**config.mk**
```make
export PLATFORM = sky130hd
export DESIGN_NAME = div_mult_seq
export DESIGN_NICKNAME = d
export VERILOG_FILES = /design/src/rtl/cpu_pkg.sv /design/src/rtl/div_restore_step.sv /design/src/rtl/div_mult_seq.sv
export SDC_FILE = /design/constraint.sdc
export NUM_CORES = 1
export LEC_CHECK = 0
export ABC_AREA = 1
export BUFFER_PORTS_ARGS = -buffer_cell sky130_fd_sc_hd__buf_4
export CORE_MARGIN = 2
export CORE_UTILIZATION = 40
export CTS_BUF_LIST = sky130_fd_sc_hd__clkbuf_4 sky130_fd_sc_hd__clkbuf_8
export DETAILED_ROUTE_END_ITERATION = 7
export SKIP_LAST_GASP = 1
export SLEW_MARGIN = 10
export SYNTH_ARGS = -nofsm -noshare
export SYNTH_HDL_FRONTEND = slang
export SYNTH_HIERARCHICAL = 1
export SYNTH_SLANG_ARGS = --single-unit
```
**constraint.sdc**
```tcl
create_clock -name clk -period 5.1 [get_ports clk]
set_input_delay 0.51 -clock clk [delete_from_list [all_inputs] [get_ports clk]]
set_output_delay 0.51 -clock clk [all_outputs]
set_load 0.01 [all_outputs]
```
**src/rtl/cpu_pkg.sv**
```systemverilog
// Shared definitions for the MULT/DIV sequencer feeding HI/LO.
//   state_t : sequencer states
//   OP_MULT / OP_DIV : encoding of the op input from control_unit
package cpu_pkg;

  // state   | meaning
  // IDLE    | waiting for start
  // MUL_RUN | one Booth radix-2 step per clock
  // DIV_RUN | one restoring-divide step per clock on magnitudes
  // DIV_FIX | apply result signs (truncation toward zero)
  // FINISH  | done pulse; HI/LO valid
  typedef enum logic [2:0] {
    IDLE    = 3'd0,
    MUL_RUN = 3'd1,
    DIV_RUN = 3'd2,
    DIV_FIX = 3'd3,
    FINISH  = 3'd4
  } state_t;

  localparam logic OP_MULT = 1'b0;
  localparam logic OP_DIV  = 1'b1;

endpackage

```
**src/rtl/div_restore_step.sv**
```systemverilog
// One restoring-divide iteration, purely combinational.
//   rem, quo      : current partial remainder and dividend/quotient shift register
//   divisor       : divisor magnitude
//   rem_next, quo_next : values after shifting in one dividend bit and
//                        producing one quotient bit
module div_restore_step #(
  parameter int WIDTH = 32
) (
  input  logic [WIDTH-1:0] rem,
  input  logic [WIDTH-1:0] quo,
  input  logic [WIDTH-1:0] divisor,
  output logic [WIDTH-1:0] rem_next,
  output logic [WIDTH-1:0] quo_next
);

  logic [WIDTH:0] shifted;
  logic [WIDTH:0] trial;

  // The extra top bit of trial carries the sign of the trial subtraction.
  // A restored remainder never needs bit WIDTH: if shifted reached 2^WIDTH
  // it would already exceed the divisor and not be restored.
  always_comb begin
    shifted = {rem, quo[WIDTH-1]};
    trial   = shifted - {1'b0, divisor};
    if (!trial[WIDTH]) begin
      rem_next = trial[WIDTH-1:0];
      quo_next = {quo[WIDTH-2:0], 1'b1};
    end else begin
      rem_next = shifted[WIDTH-1:0];
      quo_next = {quo[WIDTH-2:0], 1'b0};
    end
  end

endmodule

```
**src/rtl/div_mult_seq.sv**
```systemverilog
// Multicycle MULT/DIV sequencer for the HI/LO registers.
//   clk, reset (async, active low)
//   start, op, a_in, b_in : request from control_unit, sampled only in IDLE
//   busy          : operation in progress
//   done          : one-cycle pulse, hi_out/lo_out valid
//   div_zero_exc  : one-cycle pulse with done for DIV by zero
//   hi_out/lo_out : MULT product high/low, or DIV remainder/quotient
module div_mult_seq
  import cpu_pkg::*;
#(
  parameter int WIDTH = 32
) (
  input  logic             clk,
  input  logic             reset,
  input  logic             start,
  input  logic             op,
  input  logic [WIDTH-1:0] a_in,
  input  logic [WIDTH-1:0] b_in,
  output logic             busy,
  output logic             done,
  output logic             div_zero_exc,
  output logic [WIDTH-1:0] hi_out,
  output logic [WIDTH-1:0] lo_out
);

  localparam int CW = $clog2(WIDTH + 1);

  state_t             state;
  logic [CW-1:0]      cnt;
  logic [WIDTH-1:0]   mcand;
  // Booth register carries one guard bit above the accumulator so that a
  // multiplicand of -2^(WIDTH-1) cannot overflow the add/subtract.
  logic [2*WIDTH+1:0] prod;
  logic [WIDTH-1:0]   rem;
  logic [WIDTH-1:0]   quo;
  logic [WIDTH-1:0]   dvs;
  logic               neg_q;
  logic               neg_r;

  logic [WIDTH:0]     acc;
  logic [WIDTH:0]     acc_next;
  logic [WIDTH:0]     a_ext;
  logic [2*WIDTH+1:0] prod_next;
  logic [WIDTH-1:0]   rem_next;
  logic [WIDTH-1:0]   quo_next;
  logic               cnt_last;

  function automatic logic [WIDTH-1:0] mag(input logic [WIDTH-1:0] x);
    return x[WIDTH-1] ? -x : x;
  endfunction

  always_comb begin
    a_ext = {mcand[WIDTH-1], mcand};
    acc   = prod[2*WIDTH+1:WIDTH+1];
    case (prod[1:0])
      2'b01:   acc_next = acc + a_ext;
      2'b10:   acc_next = acc - a_ext;
      default: acc_next = acc;
    endcase
    prod_next = $signed({acc_next, prod[WIDTH:0]}) >>> 1;
  end

  div_restore_step #(.WIDTH(WIDTH)) u_step (
    .rem      (rem),
    .quo      (quo),
    .divisor  (dvs),
    .rem_next (rem_next),
    .quo_next (quo_next)
  );

  assign cnt_last = (cnt == CW'(1));

  always_ff @(posedge clk or negedge reset) begin
    if (!reset) begin
      state        <= IDLE;
      cnt          <= '0;
      mcand        <= '0;
      prod         <= '0;
      rem          <= '0;
      quo          <= '0;
      dvs          <= '0;
      neg_q        <= 1'b0;
      neg_r        <= 1'b0;
      busy         <= 1'b0;
      done         <= 1'b0;
      div_zero_exc <= 1'b0;
      hi_out       <= '0;
      lo_out       <= '0;
    end else begin
      done         <= 1'b0;
      div_zero_exc <= 1'b0;
      case (state)
        IDLE: begin
          if (start) begin
            cnt <= CW'(WIDTH);
            if (op == OP_DIV) begin
              rem   <= '0;
              quo   <= mag(a_in);
              dvs   <= mag(b_in);
              neg_q <= a_in[WIDTH-1] ^ b_in[WIDTH-1];
              neg_r <= a_in[WIDTH-1];
              if (b_in == '0) begin
                state        <= FINISH;
                done         <= 1'b1;
                div_zero_exc <= 1'b1;
              end else begin
                state <= DIV_RUN;
                busy  <= 1'b1;
              end
            end else begin
              mcand <= a_in;
              prod  <= {{(WIDTH+1){1'b0}}, b_in, 1'b0};
              state <= MUL_RUN;
              busy  <= 1'b1;
            end
          end
        end
        MUL_RUN: begin
          prod <= prod_next;
          cnt  <= cnt - CW'(1);
          if (cnt_last) begin
            hi_out <= prod_next[2*WIDTH:WIDTH+1];
            lo_out <= prod_next[WIDTH:1];
            state  <= FINISH;
            busy   <= 1'b0;
            done   <= 1'b1;
          end
        end
        DIV_RUN: begin
          rem <= rem_next;
          quo <= quo_next;
          cnt <= cnt - CW'(1);
          if (cnt_last) state <= DIV_FIX;
        end
        DIV_FIX: begin
          lo_out <= neg_q ? -quo : quo;
          hi_out <= neg_r ? -rem : rem;
          state  <= FINISH;
          busy   <= 1'b0;
          done   <= 1'b1;
        end
        FINISH:  state <= IDLE;
        default: state <= IDLE;
      endcase
    end
  end

endmodule

```
==> results by group, run 1 <==
Status
  • Status: finished clean

Floorplanning
  • Ports: 135
  • Row cnt: 85
  • Die ar.: ~0.056 mm2
  • Core area: approximately 0.054 mm2
  • Starting density of the core: 0.403
  • Die Span Y: 236 um
  • Width of the die: 236 um

Drt
  • Remaining DRCs: 0
  • Iter 0 DRT Violations: ~1600
  • Drt wl/cell: 17.2 um
  • Drt total wl: 70400 um
  • Vias/cell: between 5 and 6
  • Pre-antenna DRT Iters: 6
  • Routed Antenna Nets: 0
  • Via count: between 20000 and 25000

GRT
  • First-pass GRT wire length: 110000 um
  • Antenna violations before repair: 1
  • Total gr overflow: 0
  • All-Layer GR Usage: 0.248
  • Largest net degree at the start of global routing: 115
  • Vias in the first global route: 19300

Worst setup path
  • Cell depth of the worst setup path: 20
  • Crit path largest cell delay: 360 ps
  • CP startpoint kind: flop
  • Reg2reg setup slack: about 1400 ps
  • Crit-path max FO: 19
  • Crit path kind: reg2reg
  • R2R Path End: hi_out[23]
  • Cell mode on critical path: nand2_1
  • Critical path, cell by cell: inv_1, ha_1, buf_4, inv_1, nand2_1, o21a_1, o21ai_0, xnor2_1, ha_1, a21oi_1, nand2_1, a21oi_1, nand2_1, a21oi_1, xor2_1, nand2_1, nand2_1, nand2_1, nand2_1, nand2_1
  • Worst r2r path cells: 20
  • WP buf/inv: 3
  • Arrival time worst endpoint: 4150 ps
  • CP delay by family, top: compound AO/OA/AOI/OAI gates
  • R2r startpoint: prod[0]
  • Crit path capture type: flop
  • Slowest CP cell: dfrtp_1
  • WP data required: 5590 ps

Synth
  • Most common flop cell mapped by yosys: dfrtp_1
  • Mapped Area: 0.0216 mm2
  • Synth async-reset ratio: 1.00
  • Dominant cell type by area after synthesis: dfrtp_1
  • Commonest cells in the netlist: 1040 x nand2_1, 430 x inv_1, 284 x nor2_1
  • Seq/Total Area, Yosys: 0.314
  • Syn nets: 3430
  • Syn. warnings: 6
  • Syn_area_per_cell: 6.57 um2
  • Share of the synthesized area in the top cell type: 0.314
  • #FFs+latches synth: around 270
  • Yosys cell types: 65
  • Ranking of synthesized cells by area: dfrtp_1 31%, nand2_1 18%, inv_1 7.5%, o21ai_0 5.9%, nor2_1 4.9%
  • Post-synth EDFFs: 0
  • Gate Count Post-Synth: 3288
  • Most common cell in the synthesized netlist: nand2_1

Cells and area
  • Nets: ~3500
  • Layout cells sized above 1: 0.105
  • Final cell count without fillers: 4080
  • Syn-to-layout area delta: 10.9%

Power and ir drop
  • Logic pwr share: 0.640
  • Pwr/cell area: 761 mW/mm2
  • Total power: 18.2 mW
  • Psw: 9.83 mW
  • P_int: 8.39 mW
  • VDD IR max: 300 uV
  • Switch share: 0.540
  • Leakage power: 12.5 nW
  • Sequential Power Share: 0.231
  • Clock share of power: 0.129

Placement
  • HPWL Detailed: 55500 um
  • Placed instance count: 3993
  • Port Buffers: 134
  • RD Place Congestion: about 0.97

STA
  • Slew HR: 0.390
  • Clock skew: 69.9 ps
  • Tmin final: roughly 3700 ps
  • Setup TNS: 0 ps
  • Final count of hold timing violations: 0
  • Max Fclk: 0.273 GHz
  • RSZ-0062 raised after global routing: false
  • Final Cycle Share: 0.718
  • Final setup viols: 0
  • Slew Viols, Final: 0
  • Worst-Margin Slew: 916 ps

Clock network
  • CTS resizes: 0
  • Num Clock Sinks: around 270
  • Post-CTS Setup Inserts: 0
  • Total clock buffers created by CTS: 50
  • Worst skew pair latency: 660 ps
  • CTS tree: yes
  • CTS Buffer Depth: 3
  • Root Driver: clkbuf_8
  • H-tree levels: 2
  • Worst-path clk slew: 60 ps
  • Hold buffers post-CTS: 1

Min path
  • Hold depth: 2
  • Min-delay worst type: in2reg
  • Hold Path Sink: mcand[21]
  • Worst hold path startpoint: a_in[21]

Flow run
  • Max_cap viols: 0
-- state kept, by name (all words and copies together), names as in the netlist --
register / cells
busy: 1
cnt: 6
div_zero_exc: 1
done: 1
dvs: 32
hi_out: 32
lo_out: 32
mcand: 32
neg_q: 1
neg_r: 1
prod: 65
quo: 32
rem: 32
state: 3
-- through the flow --
stage               utilization  setup WS [ps]  hold slack (ps)  area, um2
floorplan                     -           2180              214      21600
global placement          0.426           1470              464      22800
detailed placement        0.426           1440              467      22800
CTS                       0.447           1440             93.5      23900
global route              0.447           1050              129      23900
finish                    0.447           1440              136      23900
-- worst reg2reg max path, delay by kind of cell, from the launching register on --
family	cells	cell delay, ps
compound gates	5	880
xor+xnor	2	420
buf+inv	3	570
flops	1	360
fa+ha+maj	2	440
simple gates	8	850
-- area by class of cell --
type | count | area, um2
Antenna cell | 1 | 2.50
Clock buffer | 70 | 901
Clock inverter | 15 | 195
Fill cell | 5757 | 29700
Inverter | 444 | 1670
Multi-Input combinational cell | 2432 | 12400
Sequential cell | 271 | 6780
Tap cell | 696 | 871
Timing Repair Buffer | 151 | 1160
-- kinds of logic (layout without fill, tap and decap cells) --
logic type	Yosys count	count (layout)	synth area share
mux	8	8	0.00406
compound gates	559	559	0.147
fa+ha+maj	74	74	0.0436
buf+inv	585	680	0.114
other cells	0	1	0
xor+xnor	105	105	0.0426
flops	271	271	0.314
simple gates	1686	1686	0.335
-- metal layers --
metal / global-route usage / share of wire / routed length (um)
met2: 0.383 / 0.44 / 30700
met1: 0.353 / 0.48 / 33500
met4: 0.0823 / 0.030 / 2120
met3: 0.0379 / 0.057 / 4020
met5: 0 / 0 / 0
-- power by group through the flow --
| stage | logic, mW | registers [mW] | clock network, mW |
|---|---|---|---|
| 2_1_floorplan | 8.74 | 3.87 | 0 |
| 3_3_place_gp | 11.6 | 4.21 | 0 |
| 3_5_place_dp | 11.6 | 4.22 | 0 |
| 4_1_cts | 11.7 | 4.19 | 2.40 |
| 5_1_grt | 13.2 | 4.32 | 2.48 |
| 6_report | 11.7 | 4.21 | 2.35 |
-- cell usage in the layout (no fill, tap or decap), drive strengths merged, types with 5 or more instances in the layout --
| cell type | Yosys | layout |
|---|---|---|
| a21o | 5 | 5 |
| a21oi | 148 | 148 |
| a31oi | 15 | 15 |
| and2 | 6 | 6 |
| buf | 84 | 150 |
| clkbuf | 57 | 70 |
| clkinv | 1 | 10 |
| dfrtp | 271 | 271 |
| ha | 72 | 72 |
| inv | 443 | 444 |
| mux2 | 6 | 6 |
| nand2 | 1082 | 1082 |
| nand3 | 177 | 177 |
| nand3b | 11 | 11 |
| nand4 | 35 | 35 |
| nor2 | 307 | 307 |
| nor3 | 46 | 46 |
| nor4 | 12 | 12 |
| o211ai | 40 | 40 |
| o21a | 7 | 7 |
| o21ai | 276 | 276 |
| o21bai | 10 | 10 |
| o221ai | 20 | 20 |
| o22ai | 15 | 15 |
| o31ai | 7 | 7 |
| or2 | 9 | 9 |
| xnor2 | 21 | 21 |
| xor2 | 84 | 84 |
-- worst max path at each step --
stage                         from          to  slack [ps]
after floorplan           mcand[0]  hi_out[30]        2180
after global placement    mcand[3]  hi_out[27]        1470
after detailed placement  mcand[0]  hi_out[27]        1440
after CTS                 mcand[0]  hi_out[27]        1440
after global routing       prod[0]  hi_out[23]        1050
final                      prod[0]  hi_out[23]        1440
(Power assumes the default switching activity.)
==> inputs of run 2 (changes only) <==
==> constraint.sdc (replaced) <==
create_clock -name clk -period 3.7 [get_ports clk]
set_input_delay 0.37 -clock clk [delete_from_list [all_inputs] [get_ports clk]]
set_output_delay 0.37 -clock clk [all_outputs]
set_load 0.01 [all_outputs]
==> run 2 against run 1 <==
Fmax increased by 8.9%. Sequential cell count unchanged. Clock skew shrank 48 ps. Largest cell class unchanged. Largest power group unchanged.
==> results by group, run 2 (synthesized netlist as in run 1, its figures left out) <==
Cells and area
  • Largest Register: prod
  • Leading cell types in the layout, fill and taps excluded: 1039 x nand2_1, 429 x inv_1, 277 x nor2_1, 271 x dfrtp_1, 251 x o21ai_0
  • Layout cells sized above 1: 0.116 (+0.0113)
  • Final cell count without fillers: 4104 (+0.59%)
  • Util after Layout: 0.452 (+0.00504)
  • Commonest non-fill, non-tap cell in the layout: nand2_1
  • Max reg flops: 65 (unchanged)
  • Syn-to-layout area delta: 12.2%
  • Nets: 3517 (+0.72%)

Power and ir drop
  • Pwr/cell area: 1050 mW/mm2 (+38%)
  • VDD IR max: 397 uV (+32%)
  • Leakage power: 12.6 nW (+0.81%)

Floorplanning
  • Row cnt: 85 (unchanged)
  • Ports: 135 (unchanged)
  • Width of the die: 236 um (unchanged)
  • Die Span Y: 236 um (unchanged)
  • Starting density of the core: 0.403 (unchanged)
  • Die ar.: 0.0558 mm2 (unchanged)
  • Core area: 0.0536 mm2 (unchanged)

Clock network
  • Worst skew pair latency: 640 ps (-20 ps)
  • Root Driver: clkbuf_8
  • CTS Buffer Depth: 3 (unchanged)
  • Worst-path clk slew: 60 ps (about the same)
  • Num Clock Sinks: 271 (unchanged)
  • Total clock buffers created by CTS: 51 (+2.0%)
  • H-tree levels: 2 (unchanged)
  • CTS tree: yes

Drt
  • Vias/cell: 5.19 (+0.32%)
  • Iter 0 DRT Violations: 1578 (-0.32%)
  • Routed Antenna Nets: 0 (unchanged)
  • Drt total wl: 71700 um (+2.0%)
  • Remaining DRCs: 0 (unchanged)
  • Pre-antenna DRT Iters: 6 (unchanged)
  • Via count: 21300 (+0.91%)
  • Drt wl/cell: 17.5 um (+1.4%)

Worst setup path
  • Crit-path max FO: 5 (-14)
  • Arrival time worst endpoint: 3890 ps (-260 ps)
  • CP startpoint kind: flop
  • Crit path capture type: flop
  • WP data required: 4220 ps (-1370 ps)
  • Crit path kind: reg2reg

GRT
  • Global route hottest layer: met2
  • Vias in the first global route: 19700 (+1.6%)
  • Global routing usage on met1: 0.364 (+0.0109)
  • Total gr overflow: 0 (unchanged)
  • Met3 Use GR: 0.0348 (-0.00316)
  • Largest net degree at the start of global routing: 90 (-22%)
  • All-Layer GR Usage: 0.253 (+0.00543)
  • First-pass GRT wire length: 112000 um (+2.2%)
  • Met2 Track Usage GR: 0.393 (+0.0103)
  • Antenna violations before repair: 1 (unchanged)

STA
  • Slew Viols, Final: 0 (unchanged)
  • Setup TNS: 0 ps (unchanged)
  • RSZ-0062 raised after global routing: true
  • Tmin final: 3360 ps (-298 ps)
  • Final Cycle Share: 0.909 (+0.191)
  • Max Fclk: 0.297 GHz (+8.9%)
  • Worst-Margin Slew: 1160 ps (+245 ps)
  • Final setup viols: 0 (unchanged)
  • Hold WS: 31.1 ps (-105 ps)
  • Clock skew: 22.0 ps (-47.9 ps)
  • Slew HR: 0.226 (-0.164)
  • Final count of hold timing violations: 0 (unchanged)

Placement
  • RD Place Congestion: 0.936 (-3.3%)
  • Placed instance count: 4013 (+0.50%)
  • Port Buffers: 134 (unchanged)
  • HPWL Detailed: 56600 um (+2.0%)

Status
  • Status: finished clean

Flow run
  • Max_cap viols: 0 (unchanged)

Min path
  • Min-delay worst type: in2reg
-- run 2: cell types whose count changed in the layout (fill, tap and decap cells not counted), moves of 3 or more --
cell and delta:
a21oi_1 -4, a21oi_2 +4, buf_4 +20, clkbuf_4 +4, ha_1 -4, nor2_1 -7
nor2_2 +5, o21ai_0 -3, o21ai_1 +3
-- run 2: through the flow --
| stage | total power, mW | setup slack [ps] | cell area, um2 |
|---|---|---|---|
| 4_1_cts | 25.2 | 175 | 24100 |
| 3_3_place_gp | 21.9 | 153 | 23000 |
| 5_1_grt | 27.8 | -19.7 | 24200 |
| 3_5_place_dp | 21.9 | 213 | 23000 |
| 6_report | 25.3 | 337 | 24200 |
| 2_1_floorplan | 17.4 | 777 | 21600 |
-- run 2: worst paths after layout --
path                              endpoint      from  slack (ps)  cells after the start
worst max-delay path            hi_out[22]  mcand[3]         340                     22
worst min-delay path               dvs[29]  b_in[29]          30                      3
max in group asynchronous           cnt[5]     reset        2410                      3
min in group asynchronous         prod[60]     reset         350                      2
worst max register to register  hi_out[22]  mcand[3]         340                     22
worst min register to register     dvs[19]   dvs[19]         480                      2
-- run 2: routing by layer --
metal  vias up  wire, um
li1      10700         -
met1      9902     34000
met2       566     31700
met3       122      4000
met4         0      2070
met5         -         0
-- run 2: worst max-delay path, stage by stage, from the launching register on --
cell,delay (ps)
dfrtp_1,420
nor2_1,110
nand4_1,130
nor2_2,190
nand4_1,200
buf_4,190
nand2_1,60
xnor2_1,120
inv_1,80
ha_1,360
nand2_1,100
nor2_1,150
inv_1,100
nor3_1,140
nand2_1,80
nand2_1,200
nand2_1,100
nand3_1,80
nand3_1,70
o21ai_0,150
nand2_1,80
nand2_1,80
nand2_1,50
-- run 2: power breakdown --
group          switching (mW)  internal (mW)
Combinational            10.9           5.57
Clock                    1.37           1.75
Sequential               1.45           4.32
Total                    13.7           11.6
-- run 2: area by class of cell --
type / count / area (um2)
antenna: 1 / 2.50
clock buffer: 74 / 931
sequential: 271 / 6780
multi-input combinational: 2432 / 12500
tap: 696 / 871
clock inverter: 11 / 125
inverter: 444 / 1670
fill: 5791 / 29400
timing repair buffer: 175 / 1370
-- run 2: what timing repair did --
action	CTS	global route
gates resized for setup	0	27
endpoints found under the setup margin	0	19
hold buffers	3	0
hold endpoints to repair	84	0
setup buffers	0	2
==> inputs of run 3 (changes only) <==
--- a/config.mk
+++ b/config.mk
@@ -7,6 +7,7 @@
 export LEC_CHECK = 0
 export ABC_AREA = 1
 export BUFFER_PORTS_ARGS = -buffer_cell sky130_fd_sc_hd__buf_4
+export CORE_ASPECT_RATIO = 0.75
 export CORE_MARGIN = 2
 export CORE_UTILIZATION = 40
 export CTS_BUF_LIST = sky130_fd_sc_hd__clkbuf_4 sky130_fd_sc_hd__clkbuf_8
==> run 3 against run 2 <==
Non-clock buffer count down 4. Final cell count grew 0.15%. Clock power rose by 2%. Global-route usage rose by 0.72 points. Clock skew grew 3.8 ps. Fmax down 2.2%. Critical path depth decreased by 2. Register-to-register slack worse by 80 ps. Setup slack worse by 76 ps. Count of clock-buffer cells in the layout is 6 lower. Routed wire length rose by 2.2%. Sequential cell count stayed put. Critical endpoint is now hi_out[26].
==> results by group, run 3 (synthesized netlist as in run 1, its figures left out) <==
Drt
  • Drt wl/cell: 17.8 um (+2.0%)
  • Via count: 21300 (-0.16%)
  • Remaining DRCs: 0 (unchanged)
  • Pre-antenna DRT Iters: 6 (unchanged)
  • Drt total wl: 73300 um (+2.2%)
  • Iter 0 DRT Violations: 2061 (+31%)
  • Vias/cell: 5.18 (-0.31%)
  • Routed Antenna Nets: 0 (unchanged)

Worst setup path
  • Arrival time worst endpoint: 3950 ps (+60 ps)
  • WP data required: 4210 ps (about the same)
  • Crit path capture type: flop
  • CP startpoint kind: flop
  • Crit path kind: reg2reg
  • Crit-path max FO: 5 (unchanged)

Power and ir drop
  • VDD IR max: 472 uV (+19%)
  • Pwr/cell area: 1070 mW/mm2 (+2.0%)
  • Leakage power: 12.6 nW (about the same)
  • Total power: 26.0 mW (+2.4%)

Placement
  • RD Place Congestion: 1.01 (+7.9%)
  • HPWL Detailed: 57900 um (+2.3%)
  • Placement Setup Slack: 234 ps (+21.2 ps)
  • Placed instance count: 4024 (+0.27%)
  • Port Buffers: 134 (unchanged)
  • Placed cell area: 0.0230 mm2 (about the same)

Clock network
  • Worst skew pair latency: 610 ps (-30 ps)
  • CTS tree: yes
  • Num Clock Sinks: 271 (unchanged)
  • CTS Buffer Depth: 3 (unchanged)
  • H-tree levels: 2 (unchanged)
  • Worst-path clk slew: 70 ps (about the same)
  • Total clock buffers created by CTS: 45 (-12%)
  • Root Driver: clkbuf_8

Cells and area
  • Layout cells sized above 1: 0.119 (+0.00325)
  • Max reg flops: 65 (unchanged)
  • ANT cells: 0 (-1)
  • Syn-to-layout area delta: 12.7%
  • Largest Register: prod
  • Final Instance Area: 0.0243 mm2 (+0.42%)
  • Util after Layout: 0.458 (+0.00567)
  • Nets: 3507 (-0.28%)
  • Commonest non-fill, non-tap cell in the layout: nand2_1
  • Final cell count without fillers: 4110 (+0.15%)
  • Leading cell types in the layout, fill and taps excluded: 1035 x nand2_1, 429 x inv_1, 273 x nor2_1, 271 x dfrtp_1, 250 x o21ai_0

Status
  • Status: finished clean

GRT
  • First-pass GRT wire length: 113000 um (+1.1%)
  • All-Layer GR Usage: 0.260 (+0.00717)
  • Antenna violations before repair: 0 (-1)
  • Largest net degree at the start of global routing: 103 (+14%)
  • Total gr overflow: 0 (unchanged)
  • Vias in the first global route: 19300 (-1.9%)

Floorplanning
  • Ports: 135 (unchanged)
  • Width of the die: 272 um (+15%)
  • Die ar.: 0.0559 mm2 (about the same)
  • Starting density of the core: 0.406 (+0.00336)
  • Die Span Y: 205 um (-13%)
  • Core area: 0.0532 mm2 (-0.83%)
  • Row cnt: 73 (-14%)

Min path
  • Min-delay worst type: in2reg

STA
  • Max Fclk: 0.291 GHz (-2.2%)
  • Worst-Margin Slew: 855 ps (-305 ps)
  • Hold WS: 51.1 ps (+20.0 ps)
  • Final setup viols: 0 (unchanged)
  • Final count of hold timing violations: 0 (unchanged)
  • Tmin final: 3440 ps (+75.6 ps)
  • Final Cycle Share: 0.929 (+0.0204)
  • Slew Viols, Final: 0 (unchanged)
  • Setup TNS: 0 ps (unchanged)
  • Final WS setup: 262 ps (-75.6 ps)
  • Slew HR: 0.429 (+0.203)
  • Clock skew: 25.7 ps (+3.76 ps)

Flow run
  • Max_cap viols: 0 (unchanged)
==> run 3: cell count changes in the layout (fill, tap and decap cells not counted), moves of 3 or more <==
| cell | previous run | this run |
|---|---|---|
| clkbuf_4 | 14 | 8 |
| nor2_1 | 277 | 273 |
| ha_4 | 2 | 5 |
| buf_4 | 168 | 165 |
| nor2_2 | 17 | 21 |
| nand2_2 | 36 | 40 |
| nand2_1 | 1039 | 1035 |
==> run 3: path summary, 6_finish.rpt <==
check | start | end | slack (ps) | depth (start not counted)
min in group asynchronous | reset | lo_out[12] | 390 | 2
worst min-delay path | b_in[18] | prod[19] | 50 | 3
worst max-delay path | mcand[4] | hi_out[26] | 260 | 20
worst max register to register | mcand[4] | hi_out[26] | 260 | 20
worst min register to register | dvs[28] | dvs[28] | 480 | 2
max in group asynchronous | reset | rem[10] | 2350 | 3
==> run 3: critical path: stages (launching register included) <==
cell and delay (ps):
dfrtp_1 410, nor2_1 130, nand4_1 140, nor2_2 180
nand4_1 180, nor2_4 210, nand2_2 100, o21ai_1 160
xor2_1 180, inv_1 80, ha_2 390, nand2_1 120
nor2_1 220, nand2_1 100, nand3b_1 220, nand2_1 100
nand2_1 50, nand3_1 100, nand3_1 110, nand2_1 110
nand2_1 50
==> run 3: power breakdown <==
part	internal (mW)	switching, mW
registers	4.31	1.40
clock network	1.82	1.37
logic	5.67	11.4
total	11.8	14.1
==> run 3: layout make-up <==
class / instances / area (um2)
Fill cell: 5681 / 28800
Multi-Input combinational cell: 2432 / 12600
Sequential cell: 271 / 6780
Inverter: 444 / 1670
Timing Repair Buffer: 171 / 1340
Tap cell: 712 / 891
Clock buffer: 68 / 886
Clock inverter: 12 / 180
==> run 3: per-layer routing <==
metal  GRT usage  part of all wire  vias to the layer above
met2       0.372              0.41                      691
met3      0.0544             0.082                       78
met5           0                 0                        -
met1       0.402              0.49                     9829
met4      0.0481             0.016                        0
li1            -                 -                    10700
==> run 3: what timing repair did <==
item	CTS	global route
setup buffers	0	5
hold endpoints to repair	98	0
resized for setup	0	42
setup endpoints to repair	0	18
hold buffers	1	0
